**src/rtl/rr_stream_mux.sv**
```systemverilog
// Registered N:1 stream multiplexer with fixed-select or round-robin arbitration.
// Optional transfer counter port xfer_cnt is enabled by defining RR_STREAM_MUX_STATS_EN.
module rr_stream_mux #(
    parameter int NUM_CH = 4,
    parameter int DATA_W = 8,
    localparam int CH_W = $clog2(NUM_CH)
) (
    input  logic                     clk,
    input  logic                     rst_n,
    input  logic [NUM_CH*DATA_W-1:0] in_data,
    input  logic [NUM_CH-1:0]        in_valid,
    output logic [NUM_CH-1:0]        in_ready,
    input  logic                     mode,
    input  logic [CH_W-1:0]          sel,
    output logic [DATA_W-1:0]        out_data,
    output logic                     out_valid,
    input  logic                     out_ready,
    output logic [CH_W-1:0]          out_ch
`ifdef RR_STREAM_MUX_STATS_EN
    ,
    output logic [15:0]              xfer_cnt
`endif
);

    typedef enum logic {EMPTY = 1'b0, FULL = 1'b1} state_e;

    state_e              state_q, state_d;
    logic [DATA_W-1:0]   data_q, data_d;
    logic [CH_W-1:0]     ch_q, ch_d;
    logic [CH_W-1:0]     ptr_q, ptr_d;
    logic [NUM_CH-1:0]   grant;
    logic [CH_W-1:0]     g_idx;
    logic                found;
    logic                load_en;
    logic                in_xfer;
    int                  idx;
    int                  sel_int;

    always_ff @(posedge clk or negedge rst_n) begin
        if (!rst_n) begin
            state_q <= EMPTY;
            data_q  <= '0;
            ch_q    <= '0;
            ptr_q   <= '0;
        end else begin
            state_q <= state_d;
            data_q  <= data_d;
            ch_q    <= ch_d;
            ptr_q   <= ptr_d;
        end
    end

    // Grant scan: fixed select, or first valid channel starting at ptr with wraparound.
    always_comb begin
        grant   = '0;
        g_idx   = '0;
        found   = 1'b0;
        idx     = 0;
        sel_int = int'(sel);
        if (!mode) begin
            if (sel_int < NUM_CH && in_valid[sel]) begin
                found = 1'b1;
                g_idx = sel;
            end
        end else begin
            for (int k = 0; k < NUM_CH; k++) begin
                idx = int'(ptr_q) + k;
                if (idx >= NUM_CH) idx = idx - NUM_CH;
                if (!found && in_valid[idx[CH_W-1:0]]) begin
                    found = 1'b1;
                    g_idx = idx[CH_W-1:0];
                end
            end
        end
        if (found) grant[g_idx] = 1'b1;
    end

    assign load_en  = (state_q == EMPTY) || out_ready;
    assign in_xfer  = rst_n && load_en && found;
    assign in_ready = in_xfer ? grant : '0;

    always_comb begin
        state_d = state_q;
        case (state_q)
            EMPTY:   if (in_xfer) state_d = FULL;
            FULL:    if (!in_xfer && out_ready) state_d = EMPTY;
            default: state_d = EMPTY;
        endcase
    end

    always_comb begin
        data_d = data_q;
        ch_d   = ch_q;
        ptr_d  = ptr_q;
        if (in_xfer) begin
            data_d = in_data[g_idx*DATA_W +: DATA_W];
            ch_d   = g_idx;
            if (mode) ptr_d = (g_idx == CH_W'(NUM_CH - 1)) ? '0 : g_idx + CH_W'(1);
        end
    end

    always_comb begin
        out_valid = (state_q == FULL);
        out_data  = data_q;
        out_ch    = ch_q;
    end

`ifdef RR_STREAM_MUX_STATS_EN
    logic [15:0] cnt_q, cnt_d;

    always_ff @(posedge clk or negedge rst_n) begin
        if (!rst_n) cnt_q <= '0;
        else        cnt_q <= cnt_d;
    end

    // Saturating count of words accepted by the consumer.
    always_comb begin
        cnt_d = cnt_q;
        if (out_valid && out_ready && cnt_q != 16'hFFFF) cnt_d = cnt_q + 16'd1;
    end

    assign xfer_cnt = cnt_q;
`endif

endmodule

```
**config.mk**
```make
export PLATFORM = sky130hd
export DESIGN_NAME = rr_stream_mux
export DESIGN_NICKNAME = d
export VERILOG_FILES = /design/src/rtl/rr_stream_mux.sv
export SDC_FILE = /design/constraint.sdc
export NUM_CORES = 1
export LEC_CHECK = 0
export BUFFER_PORTS_ARGS = -buffer_cell sky130_fd_sc_hd__buf_2
export CORE_ASPECT_RATIO = 0.8
export CORE_MARGIN = 2
export CORE_UTILIZATION = 49
export CTS_BUF_LIST = sky130_fd_sc_hd__clkbuf_4
export DETAILED_ROUTE_END_ITERATION = 8
export GPL_ROUTABILITY_DRIVEN = 0
export GPL_TIMING_DRIVEN = 0
export PLACE_DENSITY = 0.88
export SLEW_MARGIN = 20
export SYNTH_ARGS = -nofsm -noshare
export SYNTH_HDL_FRONTEND = slang
export SYNTH_SLANG_ARGS = --single-unit
```
**constraint.sdc**
```tcl
create_clock -name clk -period 6.4 [get_ports clk]
set_clock_uncertainty 0.15 [all_clocks]
set_input_delay 1.28 -clock clk [delete_from_list [all_inputs] [get_ports clk]]
set_output_delay 1.28 -clock clk [all_outputs]
set_load 0.05 [all_outputs]
```
Word level (Yosys, flattened, before mapping). Index checks and enable logic that the tools add are counted.

Flip-flop bits (word level): 13. Bits in latches: 0. Bits in writable memories: 0. Memory bits (read-only): 0. Input port bits: 42. Memories kept: 0.

Add/subtract/negate cells: 8. Multipliers: 0. Div/mod/pow operators: 0. $lt $le $gt $ge: 11. Equal/unequal tests: 1. Shift-type cells: 1. Muxes and demuxes: 41. Bitwise gates (word level): 1. Reductions and logical operators: 13.

Operators with widths (number): 32-bit by 6-bit variable part select with 8-bit output (1); 2-bit two-way mux (15); 2-bit by 3-bit < comparator with 1-bit output (second input constant) (6); 1-bit two-way mux (17); 1-bit binary-select mux with 2-bit select (5); 3-bit greater-or-equal comparator (second input constant) (3); 4-bit two-way mux (2); 2-bit by 1-bit subtractor with 2-bit output (second input constant) (4); 1-bit logical AND (7); 2-bit by 2-bit adder with 3-bit output (second input constant) (2); 1-bit logical NOT (4); 2-bit by 1-bit adder with 3-bit output (second input constant) (1); 2-bit by 3-bit greater-or-equal comparator with 1-bit output (second input constant) (1); 2-bit by 1-bit adder with 2-bit output (second input constant) (1); 1-bit demux with 2-bit select (1); 2-bit equality test (second input constant) (1); 2-bit by 1-bit greater-or-equal comparator with 1-bit output (second input constant) (1); 1-bit one-hot mux with 2 select lines (1); 2-bit AND reduction (1); 1-bit logical OR (1); 1-bit inverter (1).

Logic depth before layout (Yosys ltp). Gate-level depths: netlist of the first run.

Depth after elaboration: 25. Depth in mapped cells: 10.

Worst setup path before layout of the first run. No wires, ideal clock.

Path kind: input -> output. From: input port in_valid[1]. To: output port in_ready[2]. Arrival: 3054 ps. Data required time: 4970 ps. Path slack: 1916 ps. Cell stages on the path: 6. Path buffers: 1. Path through: or4b_1 > o21ai_1 > nand3_1 > o211a_4 > buf_6 > nor2_1.

Word-level cells in the longest chain between the ends: 22. Elaborated cells on any way between the ends: 39. Those cells by class: order compare (2); mux (29); reduce/logical (8).

Ends and longest elaborated chain: start, declared (line 11) `input logic [NUM_CH-1:0] in_valid,`; 1-bit binary-select mux with 2-bit select (line 69) `if (!found && in_valid[idx[CH_W-1:0]]) begin`; 1-bit two-way mux (not written as such) (line 69); 1-bit two-way mux (line 69); 1-bit two-way mux (line 60) `if (!mode) begin`; 1-bit logical NOT (line 69); 1-bit logical AND (line 69); 1-bit two-way mux (line 69); 1-bit two-way mux (line 60); [... 6 more ...]; 2-bit two-way mux (line 69); 2-bit two-way mux (line 60); 2-bit by 3-bit < comparator with 1-bit output (not written as such) / 2-bit by 1-bit greater-or-equal comparator with 1-bit output (equally long branches) (line 75) `if (found) grant[g_idx] = 1'b1;`; 1-bit logical AND (not written as such) (line 75); 1-bit two-way mux (not written as such) (line 75); 1-bit demux with 2-bit select (line 75); 4-bit two-way mux (line 75); 4-bit two-way mux * (line 80) `assign in_ready = in_xfer ? grant : '0;`; end, declared (line 12) `output logic [NUM_CH-1:0] in_ready,`.

Mark *: on every way between the ends. The rest lies on a longest branch, timed or not. The select of a mux whose other input is x is not followed.

Final worst setup path of the first run.
From: input port in_valid[3]. To: output port in_ready[1].

The elaborated chain is that of the path after synthesis.

==> results by group, run 1 <==
Worst setup path
  – Worst-case reg-to-reg path depth: 8
  – Critical R2R Launch: ptr_q[1]
  – CP required: roughly 5000 ps
  – Worst setup endpoint: in_ready[1]
  – R2R Setup Slk: around 4000 ps
  – Worst Setup End Kind: primary output
  – CP arrival: around 3300 ps
  – Worst-path fanout max: 10
  – Startpoint Class: input port
  – Type of the worst setup path: in2out
  – Setup crit start: in_valid[3]
  – RR Endpoint: out_data[3]

Synth
  – Netlist Area Pre-Place: 1050 sq um
  – Post-synth top area cell: dfrtp_1
  – Syn avg cell area: ~10 sq um
  – Post-synth cell types: 31
  – Yosys warnings: 0
  – Syn nets: roughly 150
  – Top-count cell post-synth: mux2i_1
  – Synthesized instance count: 105
  – Post-synth top flop: dfrtp_1
  – Share of the synthesized area in the top cell type: 0.311
  – Synth area leaders: dfrtp_1 31%, mux2i_1 25%, mux2_2 12%
  – Register area share after synthesis: 0.311
  – Top cells by count, synth: 26 x mux2i_1, 13 x dfrtp_1, 11 x mux2_2
  – Synth async-reset ratio: 1.00
  – FF+latch count, synth: 13
  – Post-synth EDFFs: 0

STA
  – Final Hold Viols: 0
  – Slew Limit Headroom: 0.687
  – # setup viols final: 0
  – Max Fclk: 213 MHz
  – RSZ-0062 raised after global routing: false
  – Total negative slack: 0 ps
  – Period utilisation layout: 0.733
  – Fin. max-slew vios: 0
  – Hold slack: between 300 and 400 ps
  – Minimum clock period: 4690 ps
  – Worst Tran Pin Value: 469 ps

Drt
  – Routed Antenna Nets: 0
  – Vias/cell: ~5.5
  – WL per Instance: between 10 and 15 um
  – Starting DRC count in detailed routing: 22
  – DRC Markers: 0
  – Detailed-route via count: ~1.0k
  – First-pass DRT Iterations: 4
  – Final wirelength: between 2000 and 3000 um

Placed design
  – PortBufs: 56
  – HPWL after DPL: 2200 um
  – Placed Area: 1360 sq um

Die
  – Io pins: 57
  – Starting density of the core: 0.539
  – FP Rows: 14
  – Core ar.: 1940 sq um
  – Die height: about 45 um
  – Die width: approximately 56 um
  – Full die area: 2530 sq um

Power
  – VDD IR-drop max: 0.272 mV
  – Total Power: between 0.5 and 0.6 mW
  – Pint: 0.253 mW
  – Clk pwr share: 0.111
  – NetSw: around 0.25 mW
  – Pwr Density: between 300 and 400 nW/um^2
  – Flop pwr share: 0.265
  – Pleak: slightly above 0.7 nW
  – Sw Share: 0.497
  – Comb pwr share: 0.624

Finish
  – Final instance area: 1390 sq um
  – Final net count: ~210
  – Ant. Diodes: 0
  – Fin util: 0.714
  – FILL cells: ~160
  – Layout area overhead: 32.5%
  – Share of layout cells above drive strength 1: 0.479

Clocking
  – TritonCTS Buffers: 3
  – Post-CTS setup buffers: 0
  – Skew-Pair Late Insertion Delay: 280 ps
  – CTS tree: built
  – Resize count post-CTS: 0
  – Clock root cell: clkbuf_4
  – Clk sinks: 13
  – # H-tree levels: 1
  – Clk buf depth: 2
  – CTS Hold Bufs: 0
  – CTS clk-pin slew, worst paths: about 80 ps

Flow run
  – Max-Cap Viols: 0

Global routing
  – First-pass GRT wire length: 4800 um
  – Vias in the first global route: about 1.1k
  – Initial antenna violation count: 0
  – All-layer global routing usage: 0.248
  – Remaining global-route overflow: 0
  – Largest net degree at the start of global routing: 15

Outcome
  – Status: complete, no violations

Worst hold path
  – Hold Crit Class: reg2reg
[layout make-up]
type / instances / area, sq um / share of cell area
flip-flops and latches: 13 / 325 / 0.234
clock buffers: 4 / 30.0 / 0.0216
repair buffers: 56 / 280 / 0.202
multi-input cells: 81 / 667 / 0.481
plain buffers: 8 / 43.8 / 0.0316
well taps: 24 / 30.0 / 0.0216
inverters: 3 / 11.3 / 0.00812
[per-stage QoR]
stage / setup slack (ps) / instances
after floorplan: 1920 / 105
after global placement: 1790 / 185
after detailed placement: 1720 / 185
after CTS: 1720 / 189
after global routing: 1600 / 189
final: 1710 / 189
[flip-flops by register name, summed over array words and instances (netlist names)]
| name | count |
|---|---|
| out_data | 8 |
| out_valid | 1 |
| ptr_q | 2 |
| out_ch | 2 |
[worst max-delay path, stage by stage]
cell	delay (ps)
buf_2	80
buf_2	180
mux2i_1	120
a211o_1	320
a21oi_2	360
clkbuf_1	430
and3_1	230
buf_2	260
[placed cells by master, fill, tap and decap left out]
master and n:
o21ai_0 2, o211a_4 1, o21a_1 1, o21ai_1 1, nor3_1 1, a211oi_1 2, nor4_1 1, a21oi_2 1
o41ai_1 1, or4b_1 1, nor2b_1 1, o2111ai_1 1, clkbuf_1 2, dfrtp_1 13, buf_6 1, ha_1 1
nand3b_1 3, nand3_1 2, o32ai_1 1, mux2_2 11, nand2b_1 6, nor4b_1 1, and2_1 1, mux2i_1 26
a211o_1 1, a21oi_1 3, nor2_1 5, nand2_1 5, and3_1 1, clkbuf_4 4, inv_1 3, buf_2 61
[per-layer routing]
metal	part of all wire	wire, um	GRT usage
met1	0.43	1180	0.291
met2	0.49	1370	0.455
met3	0.064	178	0.0630
met4	0.012	32	0.0829
met5	0	0	0
[kinds of logic (layout without fill, tap and decap cells)]
logic type	after synthesis	count (layout)	share of synthesized area
compound gates	15	15	0.109
fa+ha+maj	1	1	0.0119
buf+inv	11	71	0.0526
flops	13	13	0.311
mux	37	37	0.367
simple gates	28	28	0.149
[power groups by stage]
stage          combinational [mW]  clock (mW)  sequential, mW
6_report                    0.314      0.0561           0.133
5_1_grt                     0.334      0.0620           0.138
3_5_place_dp                0.314           0           0.134
2_1_floorplan               0.141           0           0.231
3_3_place_gp                0.303           0           0.133
4_1_cts                     0.315      0.0576           0.134
[worst min-delay path by stage]
| stage | start | endpoint | depth (start not counted) |
|---|---|---|---|
| after floorplan | ptr_q[1] | ptr_q[1] | 2 |
| after CTS | out_ch[0] | out_ch[0] | 1 |
| after global routing | out_ch[0] | out_ch[0] | 1 |
| after detailed placement | out_ch[0] | out_ch[0] | 1 |
| after global placement | out_ch[0] | out_ch[0] | 1 |
| final | out_ch[0] | out_ch[0] | 1 |
Power figures use the tool's default switching activity.
==> run 2: changes to the inputs <==
--- a/config.mk
+++ b/config.mk
@@ -5,15 +5,16 @@
 export SDC_FILE = /design/constraint.sdc
 export NUM_CORES = 1
 export LEC_CHECK = 0
+export ABC_AREA = 1
 export BUFFER_PORTS_ARGS = -buffer_cell sky130_fd_sc_hd__buf_2
 export CORE_ASPECT_RATIO = 0.8
 export CORE_MARGIN = 2
-export CORE_UTILIZATION = 49
+export CORE_UTILIZATION = 48
 export CTS_BUF_LIST = sky130_fd_sc_hd__clkbuf_4
 export DETAILED_ROUTE_END_ITERATION = 8
 export GPL_ROUTABILITY_DRIVEN = 0
 export GPL_TIMING_DRIVEN = 0
-export PLACE_DENSITY = 0.88
+export PLACE_DENSITY = 0.83
 export SLEW_MARGIN = 20
 export SYNTH_ARGS = -nofsm -noshare
 export SYNTH_HDL_FRONTEND = slang
==> constraint.sdc (replaced) <==
create_clock -name clk -period 4.4 [get_ports clk]
set_clock_uncertainty 0.15 [all_clocks]
set_input_delay 0.88 -clock clk [delete_from_list [all_inputs] [get_ports clk]]
set_output_delay 0.88 -clock clk [all_outputs]
set_load 0.05 [all_outputs]
==> run 2 against run 1 <==
  * Sequential share of layout area is 2.9 points lower
  * Non-clock buffer count down 3
  * Die area up 18%
  * Utilization is 6.5 points lower
  * Cell area rose by 14%
  * Via count up 33%
  * Highest routed layer unchanged
==> results by group, run 2 <==
STA
  – Slew Limit Headroom: 0.772 (was 0.687)
  – Max Fclk: 272 MHz
  – Worst Tran Pin Value: 340 ps (was 469 ps)
  – Fin. max-slew vios: 0 (unchanged)
  – Period utilisation layout: 0.837
  – RSZ-0062 raised after global routing: false (unchanged)
  – Final Hold Viols: 0 (unchanged)
  – Total negative slack: 0 ps (unchanged)
  – # setup viols final: 0 (unchanged)
  – Minimum clock period: 3680 ps

Die
  – Starting density of the core: 0.503 (was 0.539)
  – Full die area: 2980 sq um (was 2530 sq um)
  – Die width: 60.6 um (was 55.7 um)
  – Io pins: 57 (unchanged)
  – Core ar.: 2440 sq um (was 1940 sq um)
  – Die height: 49.3 um (was 45.4 um)
  – FP Rows: 16 (was 14)

Worst setup path
  – Critical R2R Launch: ptr_q[0] (was ptr_q[1])
  – Setup crit start: in_valid[3] (unchanged)
  – CP arrival: 2650 ps (was 3260 ps)
  – Worst Setup End Kind: primary output (unchanged)
  – Startpoint Class: input port (unchanged)
  – Type of the worst setup path: in2out (unchanged)
  – CP required: 3370 ps (was 4970 ps)
  – Worst-path fanout max: 10 (unchanged)

Power
  – NetSw: 0.620 mW (was 0.250 mW)
  – Flop pwr share: 0.192 (was 0.265)
  – Comb pwr share: 0.732 (was 0.624)
  – Clk pwr share: 0.076 (was 0.111)
  – Pleak: 0.977 nW (was 0.723 nW)
  – Pint: 0.456 mW (was 0.253 mW)
  – Sw Share: 0.576 (was 0.497)
  – Pwr Density: 680 nW/um^2 (was 363 nW/um^2)
  – VDD IR-drop max: 0.243 mV (was 0.272 mV)

Global routing
  – Largest net degree at the start of global routing: 15 (unchanged)
  – Initial antenna violation count: 0 (unchanged)
  – First-pass GRT wire length: 5150 um (was 4800 um)
  – Vias in the first global route: 1253 (was 1092)
  – All-layer global routing usage: 0.223 (was 0.248)
  – Remaining global-route overflow: 0 (unchanged)

Finish
  – Ant. Diodes: 0 (unchanged)
  – Fin util: 0.649 (was 0.714)
  – Commonest non-fill, non-tap cell in the layout: nand2_1 (was buf_2)
  – Max FFs per register: 8 (unchanged)
  – Share of layout cells above drive strength 1: 0.298 (was 0.479)
  – Sequential standard cell area: 325 sq um (unchanged)
  – Layout area overhead: 28.9% (was 32.5%)
  – Commonest non-fill, non-tap cells in the layout: 72 x nand2_1, 57 x buf_2, 35 x inv_1, 30 x nand3_1, 13 x dfrtp_1 (was 61 x buf_2, 26 x mux2i_1, 13 x dfrtp_1, 11 x mux2_2, 6 x nand2b_1)
  – FILL cells: 260 (was 161)
  – Multi-input logic area: 714 sq um (was 667 sq um)
  – Final net count: 309 (was 209)

Placed design
  – HPWL after DPL: 2430 um (was 2200 um)
  – PortBufs: 56 (unchanged)

Synth
  – Syn avg cell area: 5.99 sq um (was 9.97 sq um)
  – Yosys warnings: 0 (unchanged)
  – Register area share after synthesis: 0.265 (was 0.311)
  – Syn nets: 248 (was 148)
  – Post-synth top flop: dfrtp_1 (unchanged)
  – Synth async-reset ratio: 1.00 (unchanged)
  – Synth area leaders: dfrtp_1 26%, nand2_1 22%, nand3_1 12% (was dfrtp_1 31%, mux2i_1 25%, mux2_2 12%)
  – Top-count cell post-synth: nand2_1 (was mux2i_1)
  – FF+latch count, synth: 13 (unchanged)
  – Post-synth top area cell: dfrtp_1 (unchanged)
  – Share of the synthesized area in the top cell type: 0.265 (was 0.311)
  – Post-synth cell types: 22 (was 31)
  – Post-synth EDFFs: 0 (unchanged)
  – Synthesized instance count: 205 (was 105)
  – Top cells by count, synth: 72 x nand2_1, 35 x inv_1, 30 x nand3_1 (was 26 x mux2i_1, 13 x dfrtp_1, 11 x mux2_2)
  – Netlist Area Pre-Place: 1230 sq um (was 1050 sq um)

Drt
  – Vias/cell: 4.63 (was 5.53)
  – WL per Instance: 9.97 um (was 14.6 um)
  – Detailed-route via count: 1394 (was 1046)
  – DRC Markers: 0 (unchanged)
  – Final wirelength: 3000 um (was 2760 um)
  – Starting DRC count in detailed routing: 62 (was 22)
  – First-pass DRT Iterations: 4 (unchanged)
  – Routed Antenna Nets: 0 (unchanged)

Clocking
  – CTS clk-pin slew, worst paths: 80 ps (about the same)
  – Clk buf depth: 2 (unchanged)
  – CTS tree: built (unchanged)
  – CTS Hold Bufs: 0 (unchanged)
  – TritonCTS Buffers: 3 (unchanged)
  – # H-tree levels: 1 (unchanged)
  – Clk sinks: 13 (unchanged)
  – Resize count post-CTS: 0 (unchanged)
  – Clock root cell: clkbuf_4 (unchanged)
  – Skew-Pair Late Insertion Delay: 280 ps (about the same)
  – Post-CTS setup buffers: 0 (unchanged)

Worst hold path
  – Hold Crit Class: in2async (was reg2reg)

Outcome
  – Status: complete, no violations (unchanged)

Flow run
  – Max-Cap Viols: 0 (unchanged)
run 2: cell count changes after synthesis, sizes merged, moves of 2 or more:
cell	change
nand2	+76
inv	+34
nand3	+29
mux2i	-26
mux2	-11
o21ai	+7
nand2b	-6
nor2	+6
o211ai	+6
or2	+5
a21oi	-3
nand3b	-3
a211oi	-2
clkbuf	-2
run 2: area by class of cell:
| type | count | area share |
|---|---|---|
| buffer | 5 | 0.0316 |
| clock buffer | 4 | 0.0190 |
| inverter | 37 | 0.0877 |
| multi-input combinational | 150 | 0.451 |
| sequential | 13 | 0.205 |
| tap | 36 | 0.0284 |
| timing repair buffer | 56 | 0.177 |
run 2: stage by stage:
step | hold WS (ps) | std cells | power, mW | worst slack [ps] | area, sq um
floorplan | 434 | 205 | 0.825 | 572 | 1230
global placement | 310 | 297 | 0.981 | 754 | 1550
finish | 318 | 301 | 1.08 | 717 | 1580
detailed placement | 314 | 297 | 0.994 | 722 | 1550
global route | 332 | 301 | 1.18 | 533 | 1580
CTS | 332 | 301 | 1.08 | 719 | 1580
run 2: logic make-up (layout without fill, tap and decap cells):
group                    count (synthesis)  after routing  share of synthesized area
AO/OA/AOI/OAI                           18             18                     0.0876
adder cells (fa/ha/maj)                  1              1                     0.0102
buffers and inverters                   42            102                      0.154
flip-flops                              13             13                      0.265
AND/OR/NAND/NOR                        131            131                      0.484
run 2: critical path: stages:
cell	delay, ps
buf_2	100
inv_1	110
nand2_2	80
nand3_1	130
nand2_2	90
nor2_2	140
nand3_1	100
nand2_2	90
nand3_4	110
nand2_4	100
buf_6	150
ha_1	140
inv_1	60
nor2_1	110
buf_2	270
run 2: final timing paths:
check,to,slack [ps],cells past startpoint
worst min-delay path,out_data[2],320,1
worst max register to register,ptr_q[1],2210,13
worst min register to register,out_data[1],330,2
min in group clk,out_data[1],330,2
worst max-delay path,in_ready[3],720,15
max in group asynchronous,out_data[5],3550,1
run 2: routing by layer:
layer  track usage  wire, um
met1         0.340      1500
met2         0.326      1250
met3        0.0398       224
met4        0.0435        23
met5             0         0
run 2: power groups by stage:
stage | clock [mW] | sequential, mW | combinational (mW)
floorplan | 0 | 0.369 | 0.455
global placement | 0 | 0.208 | 0.773
detailed placement | 0 | 0.209 | 0.785
CTS | 0.0819 | 0.207 | 0.789
global route | 0.0874 | 0.215 | 0.874
finish | 0.0815 | 0.207 | 0.788
